**config.mk**
```make
export PLATFORM = sky130hd
export DESIGN_NAME = vector_mem_unit
export DESIGN_NICKNAME = d
export VERILOG_FILES = /design/src/rtl/vmem_pkg.sv /design/src/rtl/vmem_addr_gen.sv /design/src/rtl/vector_mem_unit.sv
export SDC_FILE = /design/constraint.sdc
export NUM_CORES = 1
export LEC_CHECK = 0
export CORE_MARGIN = 4
export CORE_UTILIZATION = 40
export CTS_CLUSTER_SIZE = 20
export DETAILED_ROUTE_END_ITERATION = 16
export GPL_ROUTABILITY_DRIVEN = 0
export PLACE_DENSITY = 0.74
export SLEW_MARGIN = 20
export SYNTH_ARGS = -nofsm -noshare
export SYNTH_HDL_FRONTEND = slang
export SYNTH_SLANG_ARGS = --single-unit
```
**constraint.sdc**
```tcl
create_clock -name clk -period 9.9 [get_ports clk]
set_input_delay 1.485 -clock clk [delete_from_list [all_inputs] [get_ports clk]]
set_output_delay 1.485 -clock clk [all_outputs]
set_load 0.01 [all_outputs]
```
**src/rtl/vmem_pkg.sv**
```systemverilog
// Shared defaults, op encodings and FSM state type for the vector memory unit.
package vmem_pkg;

    localparam int LANES_DEF  = 16;
    localparam int WIDTH_DEF  = 16;
    localparam int ADDR_W_DEF = 16;

    localparam logic OP_VLD = 1'b0;
    localparam logic OP_VST = 1'b1;

    typedef enum logic [2:0] {
        IDLE,
        LOAD,
        LDRAIN,
        STORE,
        DONE
    } state_t;

endpackage

```
**src/rtl/vmem_addr_gen.sv**
```systemverilog
// Lane counter and address accumulator: load latches base/stride, step advances
// one lane and stops at the last lane so the final address stays visible.
module vmem_addr_gen #(
    parameter int LANES  = 16,
    parameter int ADDR_W = 16
) (
    input  logic                     clk,
    input  logic                     rst,
    input  logic                     load,
    input  logic                     step,
    input  logic [ADDR_W-1:0]        base,
    input  logic [7:0]               stride,
    output logic [ADDR_W-1:0]        addr,
    output logic [$clog2(LANES)-1:0] lane,
    output logic                     last
);

    localparam int LANE_W = $clog2(LANES);

    logic [ADDR_W-1:0] acc;
    logic [ADDR_W-1:0] stride_q;
    logic [LANE_W-1:0] cnt;

    assign last = (cnt == LANE_W'(LANES - 1));
    assign addr = acc;
    assign lane = cnt;

    // Accumulator wraps naturally modulo 2^ADDR_W.
    always_ff @(posedge clk) begin
        if (rst) begin
            acc      <= '0;
            stride_q <= '0;
            cnt      <= '0;
        end else if (load) begin
            acc      <= base;
            stride_q <= ADDR_W'(stride);
            cnt      <= '0;
        end else if (step && !last) begin
            acc <= acc + stride_q;
            cnt <= cnt + 1'b1;
        end
    end

endmodule

```
**src/rtl/vector_mem_unit.sv**
```systemverilog
// Vector load/store sequencer: moves LANES elements between a word memory and a
// packed vector register. Define VMEM_STRIDE_EN to add a per-request stride port.
module vector_mem_unit
    import vmem_pkg::*;
#(
    parameter int LANES  = LANES_DEF,
    parameter int WIDTH  = WIDTH_DEF,
    parameter int ADDR_W = ADDR_W_DEF
) (
    input  logic                   clk,
    input  logic                   rst,
    input  logic                   start,
    input  logic                   op,
    input  logic [ADDR_W-1:0]      base_addr,
`ifdef VMEM_STRIDE_EN
    input  logic [7:0]             stride,
`endif
    input  logic [LANES*WIDTH-1:0] vec_in,
    output logic [LANES*WIDTH-1:0] vec_out,
    output logic                   busy,
    output logic                   done,
    output logic [ADDR_W-1:0]      mem_addr,
    output logic                   mem_re,
    output logic                   mem_we,
    output logic [WIDTH-1:0]       mem_wdata,
    input  logic [WIDTH-1:0]       mem_rdata
);

    localparam int LANE_W = $clog2(LANES);

    state_t state, state_nx;

    logic              ag_load, ag_step, ag_last;
    logic [LANE_W-1:0] lane;
    logic [7:0]        stride_in;
    logic [WIDTH-1:0]  snap [LANES];
    logic [WIDTH-1:0]  vout [LANES];
    logic [WIDTH-1:0]  wdata_hold;
    logic              cap_en;
    logic [LANE_W-1:0] cap_idx;

`ifdef VMEM_STRIDE_EN
    assign stride_in = stride;
`else
    assign stride_in = 8'd1;
`endif

    vmem_addr_gen #(
        .LANES  (LANES),
        .ADDR_W (ADDR_W)
    ) u_addr_gen (
        .clk    (clk),
        .rst    (rst),
        .load   (ag_load),
        .step   (ag_step),
        .base   (base_addr),
        .stride (stride_in),
        .addr   (mem_addr),
        .lane   (lane),
        .last   (ag_last)
    );

    always_ff @(posedge clk) begin
        if (rst) state <= IDLE;
        else     state <= state_nx;
    end

    always_comb begin
        state_nx = state;
        ag_load  = 1'b0;
        ag_step  = 1'b0;
        case (state)
            IDLE: begin
                if (start) begin
                    ag_load  = 1'b1;
                    state_nx = (op == OP_VST) ? STORE : LOAD;
                end
            end
            LOAD: begin
                ag_step = 1'b1;
                if (ag_last) state_nx = LDRAIN;
            end
            LDRAIN: state_nx = DONE;
            STORE: begin
                ag_step = 1'b1;
                if (ag_last) state_nx = DONE;
            end
            DONE:    state_nx = IDLE;
            default: state_nx = IDLE;
        endcase
    end

    // Read data arrives one cycle after its request, so the capture lane trails by one.
    always_ff @(posedge clk) begin
        if (rst) begin
            cap_en     <= 1'b0;
            cap_idx    <= '0;
            wdata_hold <= '0;
            for (int k = 0; k < LANES; k++) begin
                vout[k] <= '0;
                snap[k] <= '0;
            end
        end else begin
            if (ag_load) begin
                for (int k = 0; k < LANES; k++) snap[k] <= vec_in[k*WIDTH +: WIDTH];
            end
            cap_en  <= (state == LOAD);
            cap_idx <= lane;
            if (cap_en) vout[cap_idx] <= mem_rdata;
            if (state == STORE) wdata_hold <= snap[lane];
        end
    end

    for (genvar g = 0; g < LANES; g++) begin : g_pack
        assign vec_out[g*WIDTH +: WIDTH] = vout[g];
    end

    assign mem_re    = (state == LOAD);
    assign mem_we    = (state == STORE);
    assign mem_wdata = mem_we ? snap[lane] : wdata_hold;
    assign busy      = (state == LOAD) || (state == LDRAIN) || (state == STORE);
    assign done      = (state == DONE);

endmodule

```
* Yosys cells after proc, flatten, opt, wreduce, memory -nomap -nowiden *
Memory sizes are Yosys's and may differ from the RTL's. A register that Yosys moved wholly into a read port is not among the register bits.
Cells that the tools add are included.
Widths: inputs -> output; s select.

word-level totals
  flip-flop bits (word level) = 45
  RAM bits = 512
  logic and storage cells = 85
  memories = 2

memories
  name  depth  bits a word  read ports  clocked after memory_dff  wr ports  RTL line               source
  snap  16     16           1           1                         16        vector_mem_unit.sv:36  logic [WIDTH-1:0] snap [LANES];
  vout  16     16           16          0                         16        vector_mem_unit.sv:37  logic [WIDTH-1:0] vout [LANES];

cells by class
  $add $sub $neg = 2
  equality and inequality tests = 8
  muxes and demuxes = 40
  bitwise gates (word level) = 16
  reduce and logical (&&, ||, !) cells = 10

operator list
  operator             count
  $mux 16              20
  $add 16x1->16        1
  $or 1x1->1           16
  $reduce_or 16->1     1
  $mux 1               12
  $mux 4               3
  $pmux 3 s4           1
  $mux 3               3
  $eq 3x2->1 const B   2
  $add 4x1->4 const B  1
  $eq 4x4->1 const B   1
  $ne 2x1->1 const B   2
  $reduce_or 2->1      2
  $eq 3x1->1 const B   1
  $eq 3x3->1 const B   1
  $logic_not 3->1      1
  $reduce_and 3->1     1
  $logic_or 1x1->1     2
  $mux 2               1
  $ne 2x2->1 const B   1
  $reduce_bool 2->1    1
  $logic_and 1x1->1    1
  $logic_not 1->1      1

* Longest topological paths before layout *
  word-level depth = 6
  gate-level depth with buffers = 7
  gate-level depth less buffers = 6

* Hierarchy *
Synthesis repeated with hierarchy kept, for this count alone.

second synthesis, totals
  cells, all modules = 1567
  area total of the unflattened synthesis = 23899.2 um^2

modules (own cells, without submodules)
  module           times used  cells an instance  area an instance (um^2)  sequential area each (um^2)
  vector_mem_unit  1           1370               22185.0                  15855.2
  vmem_addr_gen    1           197                1714.1                   560.5

* Least setup slack after synthesis *
No wires, ideal clock.

  path kind = input to register
  from = input rst
  to = register u_addr_gen.acc[12], in the netlist u_addr_gen.addr[12]
  setup time = 0.464 ns
  data arrival time = 9.524 ns
  data required time = 9.436 ns
  slack = -0.088 ns
  cell stages on the path = 4
  buffers on the path = 2
  path through = clkbuf_1 -> nand2b_1 -> clkbuf_1 -> o21ai_0

RTL lines
  element               RTL line               source
  start, declared       vector_mem_unit.sv:11  input logic rst,
  end signal, assigned  vmem_addr_gen.sv:35    acc <= base;
  end signal, assigned  vmem_addr_gen.sv:39    acc <= acc + stride_q;
  end, declared         vmem_addr_gen.sv:20    logic [ADDR_W-1:0] acc;

==> impl_metrics.toml <==
[sta]
clock_skew_ns = 0.0121
max_clock_freq_ghz = 0.174
rsz0062_at_grt = "no"
slew_violations = 0
period_needed_ns = 5.75
tightest_slew_ns = 1.14
relSlewSlack_pct = 24.0
setup_viol = 0
setup_tns_ns = 0
fin_crit_sh_pct = 58.0
finalHoldViolCount = 0

[global_routing]
grt_max_degree = 200
grt-ovfl-total = 0
grt_pass1_wl_mm = 93.1
antenna_found_initial = 3
grt_usage_pct = 20.5
grt_pass1_vias = 14500
met2_usage_pct = 37.1
top_usage_layer = "met2"
use_met3_pct = 4.13
use_met1_pct = 24.9

[logic_synthesis]
ys.flop_type = "edfxtp_1"
ys_seq_elements = 561
netlist_area_mm2 = 0.0230
synth_edf_count = 512
synthMostInstantiatedCell = "edfxtp_1"
synth.net_count = 1768
yosysTopAreaCellShare_pct = 66.8
synth_cell_types = 35
postSynthAreaPerCell_um2 = 15.6
synth.area.top_cells = "edfxtp_1 67%, and2_1 11%, mux4_2 5.3%"
ys_seq_area_share_pct = 71.1
syn_inst = 1473
yosys-top-cells-count = "512 x edfxtp_1, 419 x and2_1, 103 x nor2b_1, 73 x clkbuf_1, 54 x mux4_2"
synth_warnings = 0
ys_async_sr_fraction_pct = 0
synth.largest_area_cell = "edfxtp_1"

[clocking]
cts_made_buffers = 56
cts-root-buf = "clkbuf_16"
cts_tree = "done"
cts_hold_buf = 0
clock_latency_ns = 0.60
cts_sinks = 561
cts_resized = 0
clockBufferDepth = 3
cts_max_level = 2
post_cts_buffers = 0
clk_pin_slew_ns = 0.06

[drt]
drt_iter0_markers = 1121
route.detailed.drc = 0
dr.pass1.iters = 6
vias = 14200
wl_per_cell_um = 22.9
viasPerCell = 5.00
ant_nets = 0
wirelength_mm = 65.0

[power_and_ir_drop]
power_density_mw_per_mm2 = 175
leakagePower_nw = 11.5
pwr-share-seq_pct = 51.6
power.share.combinational_pct = 9.8
clkPwrFrac_pct = 38.6
intPower_mw = 4.29
finalPower_mw = 5.51
switchingPower_mw = 1.22
ir_drop_mv = 0.126
p_sw_share_pct = 22.2

[place]
dp.cells = 2731
hpwl_mm = 46.6
port_buffers = 583

[final_layout]
diodes = 0
nNetsFinal = 2329
finalNonFillerCells = 2838
drive_above_1_share_pct = 10.0
syn_to_final_growth_pct = 36.5

[critical_path]
crit_type = "reg2out"
arrival_ns = 4.26
worst_setup_path_end_kind = "output port"
reg2reg_slack_ns = 6.71
start_kind = "flop"
r2r-end = "wdata_hold[9]$_SDFF_PP0_"
cp-endpoint = "mem_wdata[9]"
cp.required_ns = 8.42
critPathMaxFanout = 46
r2r_cells = 5

[die]
dieArea_mm2 = 0.0614
core_area_mm2 = 0.0567
rows = 87
die_w_um = 248
die_h_um = 248
start_util_pct = 40.6
ios = 584

[outcome]
status = "completed"

[job]
maxCapViolations = 0

[min_path]
hp-class = "reg2reg"
==> worst max-delay path, cell delays in order (launching register included) <==
cell and delay [ns]:
dfxtp_4 0.59, buf_4 0.74, mux4_2 0.59, mux2_2 0.31, a222oi_1 0.64, inv_1 0.17
clkdlybuf4s50_1 0.52
==> state kept, by name, indices dropped and copies added, names as in the netlist, named ones only <==
signal / flops
u_addr_gen.stride_q: 1
cap_idx: 4
wdata_hold: 16
snap: 256
u_addr_gen.addr: 16
cap_en: 1
vout: 256
state: 3
u_addr_gen.lane: 4
==> logic make-up after synthesis <==
family / Yosys count / synth area share, %
adder cells (fa/ha/maj): 3 / 0.163
flip-flops: 561 / 71.1
buffers and inverters: 112 / 2.03
AO/OA/AOI/OAI: 39 / 1.36
XOR/XNOR: 15 / 0.571
AND/OR/NAND/NOR: 647 / 16.8
multiplexers: 96 / 7.99
==> power by group through the flow <==
stage | clock [mW] | combinational (mW) | sequential [mW]
final | 2.12 | 0.540 | 2.85
after global routing | 2.26 | 0.579 | 2.86
after CTS | 2.16 | 0.549 | 2.85
after detailed placement | 0 | 0.547 | 2.90
after global placement | 0 | 0.541 | 2.89
after floorplan | 0 | 0.203 | 2.90
==> metrics by stage <==
| step | utilization (%) | area, um^2 | setup slack, ns | hold WS, ns |
|---|---|---|---|---|
| after floorplan | - | 23000 | 4.11 | 0.429 |
| after global placement | 52.1 | 29500 | 4.77 | 0.438 |
| after detailed placement | 52.1 | 29500 | 4.69 | 0.444 |
| after CTS | 55.3 | 31400 | 4.03 | 0.454 |
| after global routing | 55.4 | 31400 | 3.85 | 0.508 |
| final | 55.4 | 31400 | 4.15 | 0.453 |
==> layer usage <==
layer	share of wire, %	vias up
met2	52	671
met1	37	7025
met5	0	-
met3	8.0	98
li1	-	6409
met4	2.5	0
==> area by class of cell <==
class	instances	area [um^2]
clock inverters	30	309
well taps	756	946
multi-input cells	800	6210
inverters	20	75.1
fillers	4394	25300
repair buffers	595	5960
clock buffers	76	1540
flip-flops and latches	561	16400
==> worst min-delay path by stage <==
stage / from / endpoint / slack [ns] / cells past startpoint
2_1_floorplan: u_addr_gen.stride_q[0]$_SDFFE_PP0P_ / u_addr_gen.stride_q[0]$_SDFFE_PP0P_ / 0.43 / 2
3_3_place_gp: u_addr_gen.stride_q[0]$_SDFFE_PP0P_ / u_addr_gen.stride_q[0]$_SDFFE_PP0P_ / 0.44 / 2
3_5_place_dp: u_addr_gen.stride_q[0]$_SDFFE_PP0P_ / u_addr_gen.stride_q[0]$_SDFFE_PP0P_ / 0.44 / 2
4_1_cts: u_addr_gen.stride_q[0]$_SDFFE_PP0P_ / u_addr_gen.stride_q[0]$_SDFFE_PP0P_ / 0.45 / 2
5_1_grt: u_addr_gen.stride_q[0]$_SDFFE_PP0P_ / u_addr_gen.stride_q[0]$_SDFFE_PP0P_ / 0.51 / 2
6_report: u_addr_gen.stride_q[0]$_SDFFE_PP0P_ / u_addr_gen.stride_q[0]$_SDFFE_PP0P_ / 0.45 / 2
==> cell usage in the layout (no fill, tap or decap), types with 3 or more instances in the layout <==
cell	netlist	final
xor2_1	7	7
xnor2_1	8	8
and2_1	419	419
inv_1	20	19
mux2_2	32	32
nor2b_1	103	103
clkinv_1	0	7
dfxtp_1	49	47
bufinv_16	0	5
a211oi_1	11	11
or2_2	16	16
nor2_1	53	50
mux4_2	54	54
buf_4	1	10
nand2_1	18	18
ha_1	3	3
clkbuf_8	0	6
clkbuf_1	73	14
a311oi_1	3	3
clkdlybuf4s50_1	0	582
nor3_1	11	10
a222oi_1	16	16
nand4_1	6	6
clkinv_2	0	11
clkbuf_16	0	56
mux4_1	10	10
nand2b_1	5	4
nand3_1	6	6
edfxtp_1	512	512
o21ai_0	3	3
a21oi_1	6	6
(Power assumes the default switching activity.)
